[config.mk]
export PLATFORM = sky130hd
export DESIGN_NAME = fsk_ask_demod_rx
export DESIGN_NICKNAME = d
export VERILOG_FILES = /design/src/rtl/fsk_ask_demod_rx.sv
export SDC_FILE = /design/constraint.sdc
export NUM_CORES = 1
export LEC_CHECK = 0
export ABC_CLOCK_PERIOD_IN_PS = 3600
export CORE_UTILIZATION = 58
export CTS_CLUSTER_SIZE = 24
export DETAILED_ROUTE_END_ITERATION = 6
export PLACE_DENSITY = 0.9
export SYNTH_ARGS = -nofsm -noshare
export SYNTH_HDL_FRONTEND = slang
export SYNTH_SLANG_ARGS = --single-unit
[constraint.sdc]
create_clock -name clk -period 3.6 [get_ports clk]
set_clock_uncertainty 0.15 [all_clocks]
set_input_delay 0.9 -clock clk [delete_from_list [all_inputs] [get_ports clk]]
set_output_delay 0.9 -clock clk [all_outputs]
set_load 0.1 [all_outputs]
[src/rtl/fsk_ask_demod_rx.sv]
// fsk_ask_demod_rx: recovers one bit per symbol from 10-bit offset-binary ADC samples of a 2ASK/2FSK carrier.
// Optional macro DEMOD_DBG_EN adds out_metric, the per-symbol decision metric (ASK peak / FSK crossings).
//
// state   | meaning
// IDLE    | waiting for the first valid sample, or demodulator disabled (mode 1x)
// ACCUM   | accumulating peak deviation and rising crossings for the current symbol
// EMIT    | one clock: register the decision; a valid sample here starts the next symbol
module fsk_ask_demod_rx #(
    parameter int DW      = 10,
    parameter int MID     = 512,
    parameter int SYM_LEN = 256,
    parameter int HYST    = 16,
    parameter int ASK_TH  = 128,
    parameter int FSK_TH  = 10
) (
    input  logic          clk,
    input  logic          rst,
    input  logic [1:0]    mode,
    input  logic [DW-1:0] in_ad_data,
    input  logic          in_ad_valid,
    output logic          out_bit,
    output logic          out_bit_valid,
`ifdef DEMOD_DBG_EN
    output logic [8:0]    out_metric,
`endif
    output logic          out_busy
);

    localparam int CW = $clog2(SYM_LEN);
    localparam int PW = DW - 1;

    localparam logic [CW-1:0] LAST     = CW'(SYM_LEN - 1);
    localparam logic [DW:0]   MID_X    = (DW+1)'(MID);
    localparam logic [DW:0]   LO_X     = (DW+1)'(MID - HYST);
    localparam logic [DW:0]   HI_X     = (DW+1)'(MID + HYST);
    localparam logic [DW:0]   PMAX_X   = (DW+1)'(2**(DW-1) - 1);
    localparam logic [PW-1:0] ASK_TH_P = PW'(ASK_TH);
    localparam logic [8:0]    FSK_TH_X = 9'(FSK_TH);

    typedef enum logic [1:0] {
        S_IDLE,
        S_ACCUM,
        S_EMIT
    } state_t;

    state_t        state_q, state_d;
    logic [CW-1:0] cnt_q, cnt_d;
    logic [PW-1:0] peak_q, peak_d;
    logic [8:0]    xcnt_q, xcnt_d;
    logic          arm_q, arm_d;
    logic          bit_d, bit_valid_d;
    logic [1:0]    mode_q;

    logic [DW:0]   x_ext;
    logic [DW:0]   dev;
    logic [PW-1:0] dev_sat;
    logic          abort;
    logic          decision;
    logic          clear;
    logic          take;

    // Deviation from midscale is formed one bit wider so x=0 does not wrap before saturation.
    assign x_ext    = {1'b0, in_ad_data};
    assign dev      = (x_ext >= MID_X) ? (x_ext - MID_X) : (MID_X - x_ext);
    assign dev_sat  = (dev > PMAX_X) ? PMAX_X[PW-1:0] : dev[PW-1:0];
    assign abort    = (state_q != S_IDLE) && (mode != mode_q);
    assign decision = (mode_q == 2'b00) ? (peak_q >= ASK_TH_P) : (xcnt_q >= FSK_TH_X);
    assign out_busy = (state_q != S_IDLE);

`ifdef DEMOD_DBG_EN
    logic [8:0] metric_d;
`endif

    always_comb begin
        state_d     = state_q;
        cnt_d       = cnt_q;
        peak_d      = peak_q;
        xcnt_d      = xcnt_q;
        arm_d       = arm_q;
        bit_d       = out_bit;
        bit_valid_d = 1'b0;
        clear       = 1'b0;
        take        = 1'b0;
`ifdef DEMOD_DBG_EN
        metric_d    = out_metric;
`endif
        case (state_q)
            S_IDLE: begin
                if (!mode[1] && in_ad_valid) begin
                    clear   = 1'b1;
                    take    = 1'b1;
                    state_d = S_ACCUM;
                end
            end
            S_ACCUM: begin
                if (abort) begin
                    clear   = 1'b1;
                    arm_d   = 1'b0;
                    state_d = S_IDLE;
                end else if (in_ad_valid) begin
                    take = 1'b1;
                    if (cnt_q == LAST) state_d = S_EMIT;
                end
            end
            S_EMIT: begin
                if (abort) begin
                    clear   = 1'b1;
                    arm_d   = 1'b0;
                    state_d = S_IDLE;
                end else begin
                    bit_d       = decision;
                    bit_valid_d = 1'b1;
`ifdef DEMOD_DBG_EN
                    metric_d    = (mode_q == 2'b00) ? 9'(peak_q) : xcnt_q;
`endif
                    clear       = 1'b1;
                    take        = in_ad_valid;
                    state_d     = S_ACCUM;
                end
            end
            default: begin
                clear   = 1'b1;
                arm_d   = 1'b0;
                state_d = S_IDLE;
            end
        endcase

        if (clear) begin
            cnt_d  = '0;
            peak_d = '0;
            xcnt_d = '0;
        end
        // Arm persists across symbol boundaries so a crossing split over two symbols is not lost.
        if (take) begin
            cnt_d = cnt_d + CW'(1);
            if (dev_sat > peak_d) peak_d = dev_sat;
            if (arm_d && (x_ext >= HI_X)) begin
                arm_d = 1'b0;
                if (xcnt_d != 9'h1FF) xcnt_d = xcnt_d + 9'd1;
            end else if (x_ext <= LO_X) begin
                arm_d = 1'b1;
            end
        end
    end

    always_ff @(posedge clk or posedge rst) begin
        if (rst) begin
            state_q       <= S_IDLE;
            cnt_q         <= '0;
            peak_q        <= '0;
            xcnt_q        <= '0;
            arm_q         <= 1'b0;
            out_bit       <= 1'b0;
            out_bit_valid <= 1'b0;
            mode_q        <= 2'b00;
`ifdef DEMOD_DBG_EN
            out_metric    <= '0;
`endif
        end else begin
            state_q       <= state_d;
            cnt_q         <= cnt_d;
            peak_q        <= peak_d;
            xcnt_q        <= xcnt_d;
            arm_q         <= arm_d;
            out_bit       <= bit_d;
            out_bit_valid <= bit_valid_d;
            mode_q        <= mode;
`ifdef DEMOD_DBG_EN
            out_metric    <= metric_d;
`endif
        end
    end

endmodule
==> results of run 1 <==
-- timing repair --
action,4_1_cts,5_1_grt
pin swaps,7,7
endpoints found under the setup margin,9,9
cloned,0,0
buffers inserted,16,2
gates resized for setup,35,13
-- metal layers --
metal	up-vias	GRT usage, %	share of wire [%]
met4	0	26.70	7.9
met1	1119	42.61	36
met2	194	69.81	48
li1	1025	-	-
met3	70	10.14	7.4
met5	-	0	0
-- power by group through the flow --
stage,Combinational [uW],Clock (uW),Sequential [uW]
after floorplan,415,0,501
after global placement,636,0,466
after detailed placement,670,0,470
after CTS,704,256,465
after global routing,814,282,475
final,764,264,471
-- registers in the layout, indices dropped and copies added, names as in the netlist --
| name | flops |
|---|---|
| state_q | 2 |
| mode_q | 2 |
| xcnt_q | 9 |
| arm_q | 1 |
| peak_q | 9 |
| out_bit | 1 |
| cnt_q | 8 |
| out_bit_valid | 1 |
-- final timing paths --
| check | startpoint | end | cells after the start |
|---|---|---|---|
| max | in_ad_data[1] | peak_q[7] | 17 |
| max in group asynchronous | rst | peak_q[4] | 3 |
| max reg2reg | state_q[0] | peak_q[7] | 14 |
| min | out_bit | out_bit | 2 |
| min reg2reg | out_bit | out_bit | 2 |
| min in group asynchronous | rst | xcnt_q[0] | 3 |
-- tightest hold or removal path, delay by kind of cell, from the launching register on --
| kind | cells | cell delay [ns] |
|---|---|---|
| flip-flops | 1 | 0.35 |
| AO/OA/AOI/OAI | 1 | 0.07 |
| AND/OR/NAND/NOR | 1 | 0.06 |
-- Yosys cell counts, drive strengths merged (5+ instances only) --
cell type | count | area share, %
mux2i | 7 | 3.2
nor2 | 22 | 3.8
o21ai | 12 | 2.7
xor2 | 11 | 4.4
nand4 | 11 | 3.1
nand2 | 26 | 4.4
ha | 16 | 9.1
dfrtp | 33 | 38
and2 | 7 | 2.0
inv | 20 | 3.4
a21oi | 12 | 2.9
nand3 | 6 | 1.6
mux2 | 5 | 3.1
nor3 | 8 | 2.6
and3 | 6 | 1.7
-- cell usage in the layout (no fill, tap or decap), types with 6 or more instances in the layout --
cell type,n
nor2_1,21
and3_1,6
o21ai_0,10
xor2_1,11
a21oi_1,7
dfrtp_1,33
and2_1,7
buf_4,63
buf_6,6
nand2_1,26
inv_1,17
mux2i_1,7
nand4_1,11
ha_1,13
-- layout make-up --
| class | instances | area [um2] | area share (%) |
|---|---|---|---|
| well taps | 46 | 57.56 | 1.845 |
| repair buffers | 82 | 674.4 | 21.62 |
| clock inverters | 1 | 5.005 | 0.1604 |
| multi-input cells | 185 | 1398 | 44.81 |
| flip-flops and latches | 33 | 825.8 | 26.47 |
| inverters | 20 | 90.09 | 2.888 |
| clock buffers | 5 | 68.82 | 2.206 |
-- per-stage QoR --
step | cell area (um2) | instances | total power [uW]
global route | 3119 | 372 | 1571
detailed placement | 2803 | 349 | 1140
floorplan | 2246 | 242 | 915.4
CTS | 3048 | 371 | 1425
global placement | 2803 | 349 | 1101
finish | 3119 | 372 | 1499
-- cells by family (layout without fill, tap and decap cells) --
group / count (synthesis) / count (layout) / share of synthesized area (%)
compound gates: 45 / 45 / 13.16
xor+xnor: 14 / 14 / 5.581
fa+ha+maj: 16 / 16 / 9.112
buf+inv: 24 / 108 / 4.499
flops: 33 / 33 / 37.59
mux: 12 / 12 / 6.264
simple gates: 98 / 98 / 23.80
==> impl_metrics.env, run 1 <==
export IMPL_status="finished, violations left"
export IMPL_violations="negative setup slack"
export IMPL_drc=0
export IMPL_startpoint_type="primary input"
export IMPL_finalHoldViolations=0
export IMPL_dr_pass1_iters=6
export IMPL_grt_overflow_total=0
export IMPL_p_comb_share_pct=51.0
export IMPL_postCtsHoldBufs=0
export IMPL_swShare_pct=42.91
export IMPL_slowest_stage="or3b_4"
export IMPL_crit_arrival_ns=3.96
export IMPL_synth_distinct_cells=48
export IMPL_dp_hpwl_um=4361
export IMPL_leakagePower_uw=0.001525
export IMPL_ys_ff_latch=33
export IMPL_cts_htree_levels=2
export IMPL_final_util_pct=89.94
export IMPL_power_frac_seq_pct=31.4
export IMPL_setup_tns_ns=-1.774
export IMPL_rows=21
export IMPL_n_fill_cell=151
export IMPL_vias_per_cell=6.473
export IMPL_whs_ns=0.3581
export IMPL_final_layout_size_suffix_gt1_share_pct=33.74
export IMPL_drv_slew=0
export IMPL_cp_common_cell="ha_4"
export IMPL_min_path_type="flip-flop to flip-flop"
export IMPL_pre_cts_ws_ns=-0.8924
export IMPL_initialDrtViolationCount=386
export IMPL_post_route_min_period_ns=3.937
export IMPL_cts_sinks=33
export IMPL_insertion_delay_ns=0.29
export IMPL_root_buffer="clkbuf_8"
export IMPL_core_area_um2=3468
export IMPL_gp_congestion=0.8040
export IMPL_slew_headroom_pct=65.74
export IMPL_vias=2408
export IMPL_worst_path_buf_inv=5
export IMPL_cts_path_max_buffers=2
export IMPL_end_kind="flip-flop"
export IMPL_ys_async_sr_fraction_pct=100.0
export IMPL_synthFlopType="dfrtp_1"
export IMPL_worst_slack_ns=-0.3369
export IMPL_grt_pass1_wl_um=12200
export IMPL_clk_pin_slew_ns=0.07
export IMPL_antenna_found_initial=0
export IMPL_power_internal_uw=855.7
export IMPL_synthCells=242
export IMPL_ys_seq_area_share_pct=37.59
export IMPL_worst_pin_slew_ns=0.5101
export IMPL_wire_per_inst_um=21.50
export IMPL_netlist_area_um2=2197
export IMPL_grt_setup_unrepaired="yes"
export IMPL_setup_viol=9
export IMPL_yosysWarnings=0
export IMPL_critPathTopFamily="simple AND/OR/NAND/NOR gates"
export IMPL_cp_cell_sequence="buf_12, inv_12, ha_4, or3b_4, or2_4, nor3_4, a21oi_2, o22ai_2, inv_1, ha_4, nand2_1, buf_4, nor2_1, nand4_1, nand3_4, buf_6, mux2i_1"
export IMPL_syn2layout_area_growth_pct=41.97
export IMPL_finalWirelength_um=7998
export IMPL_p_clk_share_pct=17.6
export IMPL_grt_max_degree=34
export IMPL_fin_nets=358
export IMPL_slowest_delay_ns=0.38
export IMPL_dieHeight_um=63.55
export IMPL_cts_inserted_buffers=5
export IMPL_drv_cap=0
export IMPL_fp_dieW_um=63.55
export IMPL_syn_area_per_cell_um2=9.079
export IMPL_grtUsageTotal_pct=40.25
export IMPL_port_buffers=17
export IMPL_start_util_pct=63.35
export IMPL_timing_final_crit_share_pct=109.4
export IMPL_switchingPower_uw=643.1
export IMPL_crit_fanout=5
export IMPL_fmax_mhz=254.0
export IMPL_syn_num_nets=273
export IMPL_synth_edff_count=0
export IMPL_cts_tree="done"
export IMPL_die_area_um2=4038
export IMPL_final_antenna_net_count=0
export IMPL_grt_pass1_vias=2518
export IMPL_peakVddDrop_uv=305.1
export IMPL_n_antenna_cell=0
export IMPL_ioPinCount=18
export IMPL_power_density_nw_per_um2=480.5
export IMPL_r2r_slack_ns=0.15
export IMPL_required_ns=3.62
export IMPL_worstSetupPathType="primary input to flip-flop"
Power figures use the tool's default switching activity.
==> inputs of run 2 (changes only) <==
--- a/config.mk
+++ b/config.mk
@@ -9,6 +9,7 @@
 export CORE_UTILIZATION = 58
 export CTS_CLUSTER_SIZE = 24
 export DETAILED_ROUTE_END_ITERATION = 6
+export MAX_ROUTING_LAYER = met4
 export PLACE_DENSITY = 0.9
 export SYNTH_ARGS = -nofsm -noshare
 export SYNTH_HDL_FRONTEND = slang
==> run 2 against run 1 <==
Against the previous run: the run still ends with negative setup slack left; sequential share of layout area shrank 0.13 points; via count grew 5.6%; cell area grew 0.48%; clock power grew 4%; critical path type unchanged; largest cell class unchanged; largest power group unchanged.
==> impl_metrics.env, run 2 (synthesis gave the netlist of run 1 again) <==
export IMPL_status="finished, violations left"
export IMPL_violations="negative setup slack"
export IMPL_cts_htree_levels=2
export IMPL_crit_fanout=5
export IMPL_final_common_cell="buf_4"
export IMPL_drv_cap=0
export IMPL_layout_area_seq_um2=825.8
export IMPL_vias=2542
export IMPL_post_route_min_period_ns=3.957
export IMPL_reg_top3="peak_q (9), xcnt_q (9), cnt_q (8)"
export IMPL_crit_arrival_ns=3.99
export IMPL_grtUsageTotal_pct=41.55
export IMPL_final_antenna_net_count=0
export IMPL_antenna_found_initial=0
export IMPL_dp_cells=349
export IMPL_min_path_type="flip-flop to flip-flop"
export IMPL_cts_sinks=33
export IMPL_fin_cells=373
export IMPL_fin_nets=359
export IMPL_start_util_pct=63.35
export IMPL_cts_path_max_buffers=2
export IMPL_dr_pass1_iters=5
export IMPL_grt_max_degree=34
export IMPL_cp_cell_sequence="buf_12, buf_4, or4_4, nor2_1, a21oi_1, o21ai_0, inv_1, ha_1, a211o_1, a21oi_2, o21ai_1, a221o_1, nand3_4, buf_6, mux2i_1"
export IMPL_rows=21
export IMPL_die_area_um2=4038
export IMPL_postCtsHoldBufs=0
export IMPL_dp_hpwl_um=4361
export IMPL_finalHoldViolations=0
export IMPL_initialDrtViolationCount=388
export IMPL_fmax_mhz=252.7
export IMPL_startpoint_type="primary input"
export IMPL_multi_input_area_um2=1401
export IMPL_slew_headroom_pct=63.09
export IMPL_placed_area_um2=2803
export IMPL_wire_per_inst_um=24.01
export IMPL_setup_viol=9
export IMPL_drv_slew=0
export IMPL_cts_inserted_buffers=5
export IMPL_worst_pin_slew_ns=0.5495
export IMPL_root_buffer="clkbuf_8"
export IMPL_power_density_nw_per_um2=493.1
export IMPL_vias_per_cell=6.815
export IMPL_grt_pass1_vias=2510
export IMPL_worst_slack_ns=-0.3571
export IMPL_required_ns=3.64
export IMPL_slowest_delay_ns=0.53
export IMPL_total_power_uw=1546
export IMPL_clk_pin_slew_ns=0.08
export IMPL_final_area_um2=3134
export IMPL_slowest_stage="or4_4"
export IMPL_n_antenna_cell=0
export IMPL_fp_dieW_um=63.55
export IMPL_finalWirelength_um=8957
export IMPL_final_util_pct=90.37
export IMPL_ioPinCount=18
export IMPL_final_cell_mix="63 x buf_4, 33 x dfrtp_1, 26 x nand2_1"
export IMPL_worstSetupPathType="primary input to flip-flop"
export IMPL_grt_pass1_wl_um=12240
export IMPL_leakagePower_uw=0.001526
export IMPL_end_kind="flip-flop"
export IMPL_timing_final_crit_share_pct=109.9
export IMPL_port_buffers=17
export IMPL_drc=0
export IMPL_dieHeight_um=63.55
export IMPL_grt_overflow_total=0
export IMPL_final_layout_size_suffix_gt1_share_pct=34.25
export IMPL_peakVddDrop_uv=328.4
export IMPL_n_fill_cell=149
export IMPL_cts_tree="done"
export IMPL_core_area_um2=3468
export IMPL_grt_setup_unrepaired="yes"
export IMPL_gp_congestion=0.8157
export IMPL_insertion_delay_ns=0.30
export IMPL_syn2layout_area_growth_pct=42.65
==> run 2: per-layer routing <==
layer  GRT usage, %  share of wire [%]
met1          43.65                 34
met2          70.08                 47
met3          9.964                9.4
met4          25.00                 10
met5              -                  0
==> run 2: report_power, final <==
group / internal (uW) / switching (uW) / total [uW]
combinational: 302 / 496 / 798
sequential: 433 / 40.3 / 474
clock: 127 / 147 / 274
total: 863 / 683 / 1550
==> run 2: through the flow <==
step | hold slack (ns) | TNS, ns | setup WS [ns]
6_report | 0.3746 | -1.945 | -0.3571
5_1_grt | 0.3966 | -3.864 | -0.5193
4_1_cts | 0.3684 | -0.2027 | -0.06410
3_5_place_dp | 0.3529 | -7.901 | -0.8924
3_3_place_gp | 0.3140 | -6.544 | -0.7335
2_1_floorplan | 0.3466 | -0.3590 | -0.1731
==> run 2: worst max-delay path, delay by kind of cell <==
family                   cells  cell delay (ns)
buffers and inverters        4             0.48
AO/OA/AOI/OAI                6             1.25
adder cells (fa/ha/maj)      1             0.25
multiplexers                 1             0.33
AND/OR/NAND/NOR              3             0.76
==> run 2: path summary, 6_finish.rpt <==
| check | depth (start not counted) | from | end | slack (ns) |
|---|---|---|---|---|
| max | 15 | in_ad_data[1] | peak_q[8] | -0.36 |
| min | 2 | out_bit | out_bit | 0.37 |
| max reg2reg | 14 | state_q[0] | peak_q[8] | 0.09 |
| min reg2reg | 2 | out_bit | out_bit | 0.37 |
| max in group asynchronous | 3 | rst | state_q[1] | 1.95 |
| min in group asynchronous | 3 | rst | peak_q[5] | 1.01 |
==> run 2: final cells by class <==
| type | count | area share, % |
|---|---|---|
| inverter | 20 | 2.874 |
| clock buffer | 5 | 2.196 |
| timing repair buffer | 83 | 21.88 |
| multi-input combinational | 185 | 44.71 |
| clock inverter | 1 | 0.1597 |
| tap | 46 | 1.836 |
| sequential | 33 | 26.35 |
==> run 2: what timing repair did <==
action | CTS | global route
gates resized for setup | 35 | 15
setup buffers | 16 | 3
pin swaps | 7 | 7
cloned | 0 | 0
setup endpoints to repair | 9 | 9
==> inputs of run 3 (changes only) <==
--- a/config.mk
+++ b/config.mk
@@ -6,6 +6,7 @@
 export NUM_CORES = 1
 export LEC_CHECK = 0
 export ABC_CLOCK_PERIOD_IN_PS = 3600
+export CORE_MARGIN = 5
 export CORE_UTILIZATION = 58
 export CTS_CLUSTER_SIZE = 24
 export DETAILED_ROUTE_END_ITERATION = 6
==> run 3 against run 2 <==
Against the previous run: the run still ends with negative setup slack left; power fell by 6.9%; critical path depth shrank 1; cell area is 2.7% lower; combinational power decreased by 10%; hold slack worse by 0.0072 ns; sequential power is 2% lower; non-clock buffer count fell by 6; flip-flop and latch count unchanged; core utilization down 7.1 points; critical endpoint is now peak_q[5]; largest cell class unchanged.
==> impl_metrics.env, run 3 (synthesis gave the netlist of run 1 again) <==
export IMPL_n_antenna_cell=0
export IMPL_setup_tns_ns=-1.426
export IMPL_start_util_pct=60.01
export IMPL_peakVddDrop_uv=256.9
export IMPL_vias_per_cell=5.992
export IMPL_dp_cells=349
export IMPL_setup_viol=9
export IMPL_drv_cap=0
export IMPL_gp_congestion=0.9060
export IMPL_clk_pin_slew_ns=0.06
export IMPL_finalWirelength_um=6615
export IMPL_cts_path_max_buffers=2
export IMPL_drc=0
export IMPL_worstSetupPathType="primary input to flip-flop"
export IMPL_grtUsageTotal_pct=25.88
export IMPL_cts_sinks=33
export IMPL_cts_inserted_buffers=5
export IMPL_fin_nets=353
export IMPL_ioPinCount=18
export IMPL_port_buffers=17
export IMPL_final_cell_mix="61 x buf_4, 33 x dfrtp_1, 25 x nand2_1"
export IMPL_rows=22
export IMPL_crit_fanout=5
export IMPL_fp_dieW_um=71.55
export IMPL_final_layout_size_suffix_gt1_share_pct=31.46
export IMPL_grt_pass1_wl_um=10140
export IMPL_grt_pass1_vias=2173
export IMPL_grt_setup_unrepaired="yes"
export IMPL_grt_busiest_layer="met2"
export IMPL_final_area_um2=3049
export IMPL_worst_pin_slew_ns=0.4893
export IMPL_core_area_um2=3661
export IMPL_crit_arrival_ns=3.84
export IMPL_power_density_nw_per_um2=471.9
export IMPL_placed_area_um2=2790
export IMPL_final_common_cell="buf_4"
export IMPL_grt_overflow_total=0
export IMPL_min_path_type="flip-flop to flip-flop"
export IMPL_antenna_found_initial=0
export IMPL_leakagePower_uw=0.001500
export IMPL_grt_met3_usage_pct=5.891
export IMPL_insertion_delay_ns=0.28
export IMPL_die_area_um2=5119
export IMPL_root_buffer="clkbuf_8"
export IMPL_reg_top3="peak_q (9), xcnt_q (9), cnt_q (8)"
export IMPL_status="finished, violations left"
export IMPL_dp_hpwl_um=4001
export IMPL_syn2layout_area_growth_pct=38.78
export IMPL_end_kind="flip-flop"
export IMPL_final_util_pct=83.29
export IMPL_wire_per_inst_um=17.93
export IMPL_fmax_mhz=263.6
export IMPL_vias=2211
export IMPL_postCtsHoldBufs=0
export IMPL_grt_max_degree=34
export IMPL_dr_pass1_iters=4
export IMPL_cts_tree="done"
export IMPL_required_ns=3.65
export IMPL_worst_slack_ns=-0.1932
export IMPL_drv_slew=0
export IMPL_timing_final_crit_share_pct=105.4
export IMPL_dieHeight_um=71.55
export IMPL_post_route_min_period_ns=3.793
export IMPL_grt_use_met2_pct=44.80
export IMPL_grt_met1_usage_pct=29.23
export IMPL_final_antenna_net_count=0
export IMPL_slew_headroom_pct=67.13
export IMPL_cts_htree_levels=2
export IMPL_finalHoldViolations=0
export IMPL_initialDrtViolationCount=144
export IMPL_violations="negative setup slack"
export IMPL_startpoint_type="primary input"
export IMPL_fin_cells=369
## run 3: what timing repair did
item | 4_1_cts | 5_1_grt
buffers inserted | 11 | 3
resized for setup | 26 | 14
setup endpoints to repair | 9 | 11
pin swaps | 9 | 11
## run 3: final timing paths
check | slack (ns) | start | endpoint | cells past startpoint
min in group asynchronous | 0.85 | rst | cnt_q[2] | 3
min reg2reg | 0.37 | out_bit | out_bit | 2
max reg2reg | 0.29 | state_q[0] | peak_q[5] | 14
max | -0.19 | in_ad_data[1] | peak_q[5] | 14
max in group asynchronous | 2.15 | rst | peak_q[6] | 3
min | 0.37 | out_bit | out_bit | 2
## run 3: metal layers
metal | vias up | routed length [um]
li1 | 1023 | -
met1 | 1039 | 2487
met2 | 104 | 3365
met3 | 45 | 341
met4 | 0 | 420
met5 | - | 0
## run 3: layout make-up
| type | count | area, um2 |
|---|---|---|
| clock inverters | 1 | 5.005 |
| repair buffers | 77 | 635.6 |
| multi-input cells | 185 | 1364 |
| fillers | 189 | 611.8 |
| well taps | 48 | 60.06 |
| inverters | 20 | 90.09 |
| clock buffers | 5 | 68.82 |
| flip-flops and latches | 33 | 825.8 |
## run 3: worst max-delay path, cell delays in order
cell,delay (ns)
buf_12,0.11
buf_4,0.14
or4_4,0.53
buf_4,0.17
o211ai_1,0.26
o21ai_2,0.12
inv_1,0.09
ha_1,0.26
o21ai_0,0.27
a21oi_1,0.13
a221o_1,0.37
nand3_4,0.13
buf_6,0.14
mux2i_1,0.21
## run 3: stage by stage
| stage | total power [uW] | setup slack [ns] | hold WS (ns) |
|---|---|---|---|
| 3_5_place_dp | 1114 | -0.9285 | 0.3600 |
| 3_3_place_gp | 1094 | -0.7582 | 0.3136 |
| 5_1_grt | 1521 | -0.2888 | 0.4060 |
| 4_1_cts | 1394 | -0.1230 | 0.3748 |
| 2_1_floorplan | 915.4 | -0.1731 | 0.3466 |
| 6_report | 1439 | -0.1932 | 0.3674 |
## run 3: report_power, final
group,internal (uW),leakage (uW),switching [uW],total [uW]
Combinational,286,0.00101,433,718
Clock,127,0.0000399,128,255
Sequential,433,0.000448,32.0,465
